--- src/rtl/fetch_unit.sv ---
// fetch_unit: instruction-fetch stage that sits just upstream of a byte-addressed
// instruction memory with a one-cycle registered read.
//
// It owns the PC, drives the memory's read address, and presents a registered
// instruction, its PC and a valid flag to decode. A one-entry skid buffer keeps
// the in-flight read while decode is stalled. A redirect squashes all wrong-path
// work and restarts fetch at the target.
//
// Ports:
//   clk           rising-edge clock, shared with the instruction memory
//   rst_n         asynchronous active-low reset
//   stall         decode cannot accept; outputs hold
//   redirect      load redirect_addr into the PC and squash in-flight work
//   redirect_addr redirect target; the low two bits are forced to zero
//   read_address  byte address sent to memory (equal to pc)
//   imem_data     memory output, mem[address presented at the previous edge]
//   instr         registered instruction to decode
//   instr_pc      byte address of instr
//   instr_valid   instr is a valid, non-squashed instruction
module fetch_unit #(
   parameter int ADDR_W   = 6,
   parameter int DATA_W   = 32,
   parameter int RESET_PC = 0,
   parameter int PC_STEP  = 4
) (
   input  logic              clk,
   input  logic              rst_n,
   input  logic              stall,
   input  logic              redirect,
   input  logic [ADDR_W-1:0] redirect_addr,
   output logic [ADDR_W-1:0] read_address,
   input  logic [DATA_W-1:0] imem_data,
   output logic [DATA_W-1:0] instr,
   output logic [ADDR_W-1:0] instr_pc,
   output logic              instr_valid
);

   logic [ADDR_W-1:0] pc;
   logic [ADDR_W-1:0] pend_pc;     // address whose data is on imem_data this cycle
   logic              pend_valid;
   logic [ADDR_W-1:0] skid_pc;
   logic [DATA_W-1:0] skid_instr;
   logic              skid_valid;

   assign read_address = pc;

   always_ff @(posedge clk or negedge rst_n) begin
      if (!rst_n) begin
         pc          <= ADDR_W'(RESET_PC);
         pend_pc     <= '0;
         pend_valid  <= 1'b0;
         skid_pc     <= '0;
         skid_instr  <= '0;
         skid_valid  <= 1'b0;
         instr       <= '0;
         instr_pc    <= '0;
         instr_valid <= 1'b0;
      end else if (redirect) begin
         // Redirect wins over stall. Everything in flight belongs to the wrong path.
         // instr and instr_pc keep their values, but instr_valid drops to 0.
         pc          <= {redirect_addr[ADDR_W-1:2], 2'b00};
         pend_valid  <= 1'b0;
         skid_valid  <= 1'b0;
         instr_valid <= 1'b0;
      end else if (stall) begin
         // The memory re-reads on every edge. Pending data has to be caught now
         // or it is lost. pc holds, so the same address is re-issued on release.
         if (pend_valid && !skid_valid) begin
            skid_instr <= imem_data;
            skid_pc    <= pend_pc;
            skid_valid <= 1'b1;
         end
         pend_valid <= 1'b0;
      end else begin
         if (skid_valid) begin
            instr       <= skid_instr;
            instr_pc    <= skid_pc;
            instr_valid <= 1'b1;
            skid_valid  <= 1'b0;
         end else begin
            instr       <= imem_data;
            instr_pc    <= pend_pc;
            instr_valid <= pend_valid;
         end
         pend_pc    <= pc;
         pend_valid <= 1'b1;
         pc         <= pc + ADDR_W'(PC_STEP);   // modulo 2^ADDR_W wrap
      end
   end

endmodule

--- config.mk ---
export PLATFORM = sky130hd
export DESIGN_NAME = fetch_unit
export DESIGN_NICKNAME = d
export VERILOG_FILES = /design/src/rtl/fetch_unit.sv
export SDC_FILE = /design/constraint.sdc
export NUM_CORES = 1
export LEC_CHECK = 0
export ABC_AREA = 1
export BUFFER_PORTS_ARGS = -buffer_cell sky130_fd_sc_hd__buf_2
export CORE_ASPECT_RATIO = 0.9
export CORE_MARGIN = 1
export CORE_UTILIZATION = 45
export CTS_CLUSTER_SIZE = 16
export DETAILED_ROUTE_END_ITERATION = 12
export HOLD_SLACK_MARGIN = 0.02
export PLACE_DENSITY = 0.72
export SLEW_MARGIN = 20
export SYNTH_ARGS = -nofsm -noshare
export SYNTH_HDL_FRONTEND = slang
export SYNTH_SLANG_ARGS = --single-unit
--- constraint.sdc ---
create_clock -name clk -period 1.24 [get_ports clk]
set_input_delay 0.062 -clock clk [delete_from_list [all_inputs] [get_ports clk]]
set_output_delay 0.062 -clock clk [all_outputs]
set_load 0.005 [all_outputs]
==> flow_metrics.py, run 1 <==
metrics = {
    "cts": {
        "cts-buffers-inserted": 9,
        "clock_tree_from_tritoncts": "yes",
        "clock_sinks": 83,
        "cts.root.buffer_cell": "sky130_fd_sc_hd__clkbuf_8",
        "clock_tree.buffer_depth": 2,
        "htreeDepth": 3,
        "worst_setup_hold_path_clk_slew_ns": 0.08,
        "clk_latency_ns": 0.34,
        "cts_resized": 0,
    },
    "critical_path": {
        "worst-path-max-fanout": 34,
        "type_of_the_setup_path_with_the_least_slack": "reg2reg",
        "critical_path.max_stage_delay_ns": 0.44,
        "cp_cell_sequence": "nor2_2 -> nand2_4 -> buf_12 -> nand2_1 -> o21ai_2",
        "worstPathBufferInverterCount": 1,
        "critical_path_arrival_ns": 1.35,
        "cpMaxStageDelayCell": "sky130_fd_sc_hd__dfrtp_2",
        "critPathTopFamily": "flip-flops",
        "crit_required_ns": 1.47,
        "crit_path_start_kind": "flop",
        "timing.critical_path.to_type": "flop",
    },
    "global_routing": {
        "grt_start_max_net_pins": 51,
        "grt_first_pass_wirelength_mm": 13.90,
        "initial_antenna_violation_count": 0,
        "grt_pass1_vias": 3056,
        "global_route.usage.total": 0.2015,
        "grt_overflow": 0,
    },
    "placed_design": {
        "dp_worst_setup_slack_ns": 0.1278,
        "gp_congestion": 0.7163,
        "numPlacedInstances": 614,
        "numPortBuffers": 80,
        "dp_hpwl_mm": 5.144,
    },
    "logic_synthesis": {
        "synth_commonest_cells": "sky130_fd_sc_hd__nand2_1, sky130_fd_sc_hd__dfrtp_1, sky130_fd_sc_hd__inv_1",
        "syn_inst": 446,
        "synth-edff-count": 0,
        "syn-cell-area_mm2": 0.003842,
        "count_leader_synth": "sky130_fd_sc_hd__nand2_1",
        "yosysTopAreaCell": "sky130_fd_sc_hd__dfrtp_1",
        "synth-async-reset-ratio": 1.000,
        "synth_seq_area_share": 0.5405,
        "synth_flop_cell": "sky130_fd_sc_hd__dfrtp_1",
        "ys_top_cells_by_area": "sky130_fd_sc_hd__dfrtp_1, sky130_fd_sc_hd__nand2_1, sky130_fd_sc_hd__o21ai_2, sky130_fd_sc_hd__o21ai_0, sky130_fd_sc_hd__inv_1",
        "syn_area_per_cell_um2": 8.615,
        "yosys_register_bits": 83,
        "post_synth_num_cell_types": 22,
        "synth-warning-count": 0,
        "synthDominantCellAreaShare": 0.5405,
    },
    "power": {
        "peakVddDrop_mv": 0.8592,
        "power_leakage_nw": 2.641,
        "power_density_mw_per_mm2": 1394,
        "design_power_total_mw": 6.935,
    },
    "detailed_routing": {
        "detail_route.first_pass.iterations": 4,
        "viasPerCell": 4.688,
        "drt-initial-drc-count": 130,
        "post_drt_wl_per_cell_um": 11.97,
        "drc": 0,
        "wirelength_mm": 7.981,
        "post_route_antenna_net_violation_count": 0,
        "vias": 3127,
    },
    "die": {
        "die-width_um": 99.41,
        "die_area_mm2": 0.008913,
        "design.portCount": 87,
        "core_region_area_mm2": 0.008145,
        "floorplan.initialDensity": 0.4717,
        "dieHeight_um": 89.67,
        "num_rows": 31,
    },
    "finish": {
        "nets": 606,
        "filler_cell_count": 706,
        "antennaDiodeCount": 0,
        "finish.cell_count_without_fillers": 667,
        "ff_latch_area_mm2": 0.002078,
        "area_growth_pct": 29.44,
        "multi_input_area_mm2": 0.001403,
        "drive_above_1_share": 0.2694,
    },
    "sta": {
        "number_of_hold_violations_in_the_final_report": 0,
        "period_minus_slack_ns": 1.126,
        "timing.clock.skew_ns": 0.008378,
        "final_critical_path_setup_slack_ns": 0.1145,
        "finalSetupViolCount": 0,
        "fin_tns_setup_ns": 0,
        "fmax_mhz": 888.5,
        "setup_repair_after_global_routing_missed_its_margin": "no",
        "finalCritPeriodShare": 0.9077,
        "timing_max_transition_violations_final": 0,
    },
    "hold_path": {
        "worstHoldPathType": "in2reg",
    },
    "run_status": {
        "outcome": "completed",
    },
    "flow_run": {
        "timing.max_cap.violations": 0,
    },
}
-- cell usage in the layout (no fill, tap or decap) --
master and instances:
sky130_fd_sc_hd__clkinv_4 1, sky130_fd_sc_hd__inv_2 2, sky130_fd_sc_hd__ha_1 1, sky130_fd_sc_hd__o21ai_2 36, sky130_fd_sc_hd__nand2_1 199, sky130_fd_sc_hd__xor2_1 1, sky130_fd_sc_hd__nand2_4 1, sky130_fd_sc_hd__nor2_1 2
sky130_fd_sc_hd__buf_2 79, sky130_fd_sc_hd__clkbuf_8 9, sky130_fd_sc_hd__dfrtp_1 82, sky130_fd_sc_hd__clkinvlp_4 2, sky130_fd_sc_hd__bufinv_16 3, sky130_fd_sc_hd__o21ai_1 5, sky130_fd_sc_hd__buf_4 9, sky130_fd_sc_hd__nor2_2 1
sky130_fd_sc_hd__o211ai_1 1, sky130_fd_sc_hd__dfrtp_2 1, sky130_fd_sc_hd__buf_12 7, sky130_fd_sc_hd__nor3_1 1, sky130_fd_sc_hd__inv_1 39, sky130_fd_sc_hd__nor2_4 1, sky130_fd_sc_hd__o21ai_0 36, sky130_fd_sc_hd__nor2_8 1
sky130_fd_sc_hd__conb_1 4, sky130_fd_sc_hd__clkbuf_1 1, sky130_fd_sc_hd__nand3_1 6, sky130_fd_sc_hd__dlygate4sd3_1 37
-- logic make-up (layout without fill, tap and decap cells) --
| family | count (synthesis) | in the layout | synth area share |
|---|---|---|---|
| flops | 83 | 83 | 0.5405 |
| other cells | 1 | 4 | 0.0009759 |
| xor+xnor | 1 | 1 | 0.002280 |
| compound gates | 78 | 78 | 0.1374 |
| buf+inv | 70 | 189 | 0.09736 |
| fa+ha+maj | 1 | 1 | 0.003256 |
| simple gates | 212 | 212 | 0.2182 |
-- through the flow --
stage / area (um^2) / hold WS (ns) / util
after floorplan: 3854 / -0.2336 / -
after global routing: 4974 / 0.05668 / 0.6106
final: 4974 / 0.06111 / 0.6106
after CTS: 4974 / 0.04898 / 0.6106
after detailed placement: 4362 / 0.03808 / 0.5355
after global placement: 4362 / 0.02989 / 0.5355
-- flip-flops by register name (all words and copies together) (netlist names) --
name / flops
skid_valid: 1
instr_valid: 1
pend_pc: 4
pend_valid: 1
read_address: 4
skid_instr: 32
instr_pc: 4
instr: 32
skid_pc: 4
-- worst reg2reg max path: stages, from the launching register on --
cell                      delay [ns]
sky130_fd_sc_hd__dfrtp_2        0.44
sky130_fd_sc_hd__nor2_2         0.15
sky130_fd_sc_hd__nand2_4        0.09
sky130_fd_sc_hd__buf_12         0.18
sky130_fd_sc_hd__nand2_1        0.11
sky130_fd_sc_hd__o21ai_2        0.06
-- report_power, final --
part	total, mW	switching [mW]	internal [mW]
registers	3.38	0.236	3.15
logic	1.25	0.646	0.601
clock network	2.31	0.965	1.34
total	6.94	1.85	5.09
-- path summary, 6_finish.rpt --
check	start	end	slack (ns)	cells after the start
worst max register to register	skid_valid	skid_instr[18]	0.11	5
worst min register to register	instr[21]	instr[21]	0.48	2
worst max-delay path	skid_valid	skid_instr[18]	0.11	5
worst min-delay path	stall	skid_valid	0.06	3
max in group asynchronous	rst_n	skid_valid	0.50	3
min in group asynchronous	rst_n	instr[11]	0.20	2
-- layer usage --
metal / part of all wire / routed length [um] / vias to the layer above / GRT usage
met2: 0.49 / 3937 / 71 / 0.3605
met5: 0 / 0 / - / 0
met4: 0.0085 / 68 / 0 / 0.05882
li1: - / - / 1606 / -
met3: 0.040 / 323 / 7 / 0.05108
met1: 0.46 / 3651 / 1443 / 0.2446
-- area by class of cell --
cell class | count | share of cell area
flip-flops and latches | 83 | 0.4179
multi-input cells | 296 | 0.2820
well taps | 99 | 0.02491
inverters | 41 | 0.03094
clock buffers | 10 | 0.02566
clock inverters | 6 | 0.02289
repair buffers | 132 | 0.1957
-- repair_timing --
action | 4_1_cts | 5_1_grt
setup buffers | 0 | 0
hold endpoints to repair | 108 | 0
hold buffers | 37 | 0
Note: power is estimated with default switching activity, not from simulation.
==> run 2, diff against run 1 <==
--- a/config.mk
+++ b/config.mk
@@ -8,7 +8,7 @@
 export ABC_AREA = 1
 export BUFFER_PORTS_ARGS = -buffer_cell sky130_fd_sc_hd__buf_2
 export CORE_ASPECT_RATIO = 0.9
-export CORE_MARGIN = 1
+export CORE_MARGIN = 2
 export CORE_UTILIZATION = 45
 export CTS_CLUSTER_SIZE = 16
 export DETAILED_ROUTE_END_ITERATION = 12
==> flow_metrics.py, run 2 (synthesis results as in run 1) <==
metrics = {
    "cts": {
        "worst_setup_hold_path_clk_slew_ns": 0.07,
        "clock_tree.buffer_depth": 2,
        "clock_sinks": 83,
        "htreeDepth": 3,
        "clk_latency_ns": 0.34,
        "cts-buffers-inserted": 9,
        "cts.root.buffer_cell": "sky130_fd_sc_hd__clkbuf_8",
        "clock_tree_from_tritoncts": "yes",
        "cts_resized": 0,
    },
    "critical_path": {
        "timing.critical_path.to_type": "flop",
        "critical_path.startpoint": "skid_valid",
        "depth_of_the_worst_register_to_register_path": 5,
        "cp_cell_sequence": "nor2_2 -> nand2_4 -> buf_12 -> nand2_1 -> o21ai_2",
        "critical_path.max_stage_delay_ns": 0.45,
        "crit_path_start_kind": "flop",
        "number_of_cells_on_the_critical_path": 5,
        "cpMaxStageDelayCell": "sky130_fd_sc_hd__dfrtp_2",
        "crit_required_ns": 1.46,
        "worstPathBufferInverterCount": 1,
        "critPathTopFamily": "flip-flops",
        "rr_startpoint": "skid_valid",
        "worst-path-max-fanout": 36,
        "type_of_the_setup_path_with_the_least_slack": "reg2reg",
        "critical_path_arrival_ns": 1.37,
    },
    "power": {
        "peakVddDrop_mv": 0.8555,
        "power_leakage_nw": 2.594,
        "power_density_mw_per_mm2": 1272,
    },
    "detailed_routing": {
        "drt-initial-drc-count": 92,
        "wirelength_mm": 8.110,
        "highest-signal-layer": "met4",
        "post_drt_wl_per_cell_um": 11.96,
        "post_route_antenna_net_violation_count": 0,
        "sum_of_routed_wire_segments_on_met1_mm": 3.557,
        "viasPerCell": 4.721,
        "vias": 3201,
        "detail_route.first_pass.iterations": 4,
        "met2RoutedLength_mm": 4.138,
        "met3WireLength_um": 374,
        "drc": 0,
    },
    "die": {
        "design.portCount": 87,
        "die_area_mm2": 0.009295,
        "floorplan.initialDensity": 0.4695,
        "num_rows": 31,
        "core_region_area_mm2": 0.008184,
        "die-width_um": 101.4,
        "dieHeight_um": 91.67,
    },
    "placed_design": {
        "numPortBuffers": 80,
        "gp_congestion": 0.7625,
        "dp_worst_setup_slack_ns": 0.1125,
        "dp_hpwl_mm": 5.172,
        "dpl-instance-area_mm2": 0.004359,
    },
    "sta": {
        "hold_ws_ns": 0.06320,
        "finalSetupViolCount": 0,
        "setup_repair_after_global_routing_missed_its_margin": "no",
        "timing_max_transition_violations_final": 0,
        "fin_tns_setup_ns": 0,
        "period_minus_slack_ns": 1.148,
        "final_critical_path_setup_slack_ns": 0.09246,
        "timing.clock.skew_ns": 0.006372,
        "number_of_hold_violations_in_the_final_report": 0,
        "finalCritPeriodShare": 0.9254,
        "fmax_mhz": 871.4,
    },
    "global_routing": {
        "initial_antenna_violation_count": 0,
        "grt_pass1_vias": 3215,
        "global_route.usage.total": 0.1919,
        "grt_first_pass_wirelength_mm": 14.25,
        "grt_overflow": 0,
        "grt_start_max_net_pins": 43,
    },
    "hold_path": {
        "worst_hold_startpoint": "stall",
        "worstHoldPathType": "in2reg",
        "timing.hold.worst_path_depth": 3,
    },
    "finish": {
        "drive_above_1_share": 0.2629,
        "nets": 603,
        "most-common-layout-cells": "sky130_fd_sc_hd__nand2_1, sky130_fd_sc_hd__dfrtp_1, sky130_fd_sc_hd__buf_2, sky130_fd_sc_hd__inv_1, sky130_fd_sc_hd__dlygate4sd3_1",
        "area_growth_pct": 26.93,
        "final_design_area_no_fill_mm2": 0.004877,
        "layout_commonest_cell": "sky130_fd_sc_hd__nand2_1",
        "largest_registers": "instr x32, skid_instr x32",
        "antennaDiodeCount": 0,
        "final_core_utilization": 0.5959,
    },
    "flow_run": {
        "timing.max_cap.violations": 0,
    },
    "run_status": {
        "outcome": "completed",
    },
}
-- run 2: stage by stage --
step	std cells	power, mW
final	678	6.205
after CTS	678	6.298
after detailed placement	627	4.606
after floorplan	449	4.123
after global routing	678	6.618
after global placement	627	4.541
-- run 2: final timing paths --
check | end | slack, ns
max | skid_instr[16] | 0.09
min | skid_valid | 0.06
max reg2reg | skid_instr[16] | 0.09
min reg2reg | instr[11] | 0.48
max in group asynchronous | skid_valid | 0.77
min in group asynchronous | instr[6] | 0.24
-- run 2: what timing repair did --
item                                    in CTS  in global routing
hold buffers                                37                  0
hold endpoints to repair                   119                  0
endpoints found under the setup margin       0                  0
buffers inserted                             0                  0
-- run 2: area by class of cell --
class	instances	area, um^2
tap	115	143.9
clock inverter	4	20.02
fill	754	3307
sequential	83	2078
timing repair buffer	129	950.9
clock buffer	10	127.6
inverter	41	153.9
multi-input combinational	296	1403
-- run 2: power breakdown --
group / switching [mW] / leakage [nW] / internal [mW]
combinational: 0.654 / 1.47 / 0.596
clock: 0.880 / 0.0815 / 0.692
sequential: 0.237 / 1.04 / 3.15
total: 1.77 / 2.59 / 4.43
-- run 2: per-layer routing --
metal / GRT usage / up-vias
met1: 0.2283 / 1519
met4: 0.03491 / 0
met2: 0.3499 / 78
li1: - / 1595
met5: 0 / -
met3: 0.04954 / 9
-- run 2: worst register-to-register path: stages (launching register included) --
cell and delay [ns]:
sky130_fd_sc_hd__dfrtp_2 0.45, sky130_fd_sc_hd__nor2_2 0.16, sky130_fd_sc_hd__nand2_4 0.08, sky130_fd_sc_hd__buf_12 0.18
sky130_fd_sc_hd__nand2_1 0.11, sky130_fd_sc_hd__o21ai_2 0.05
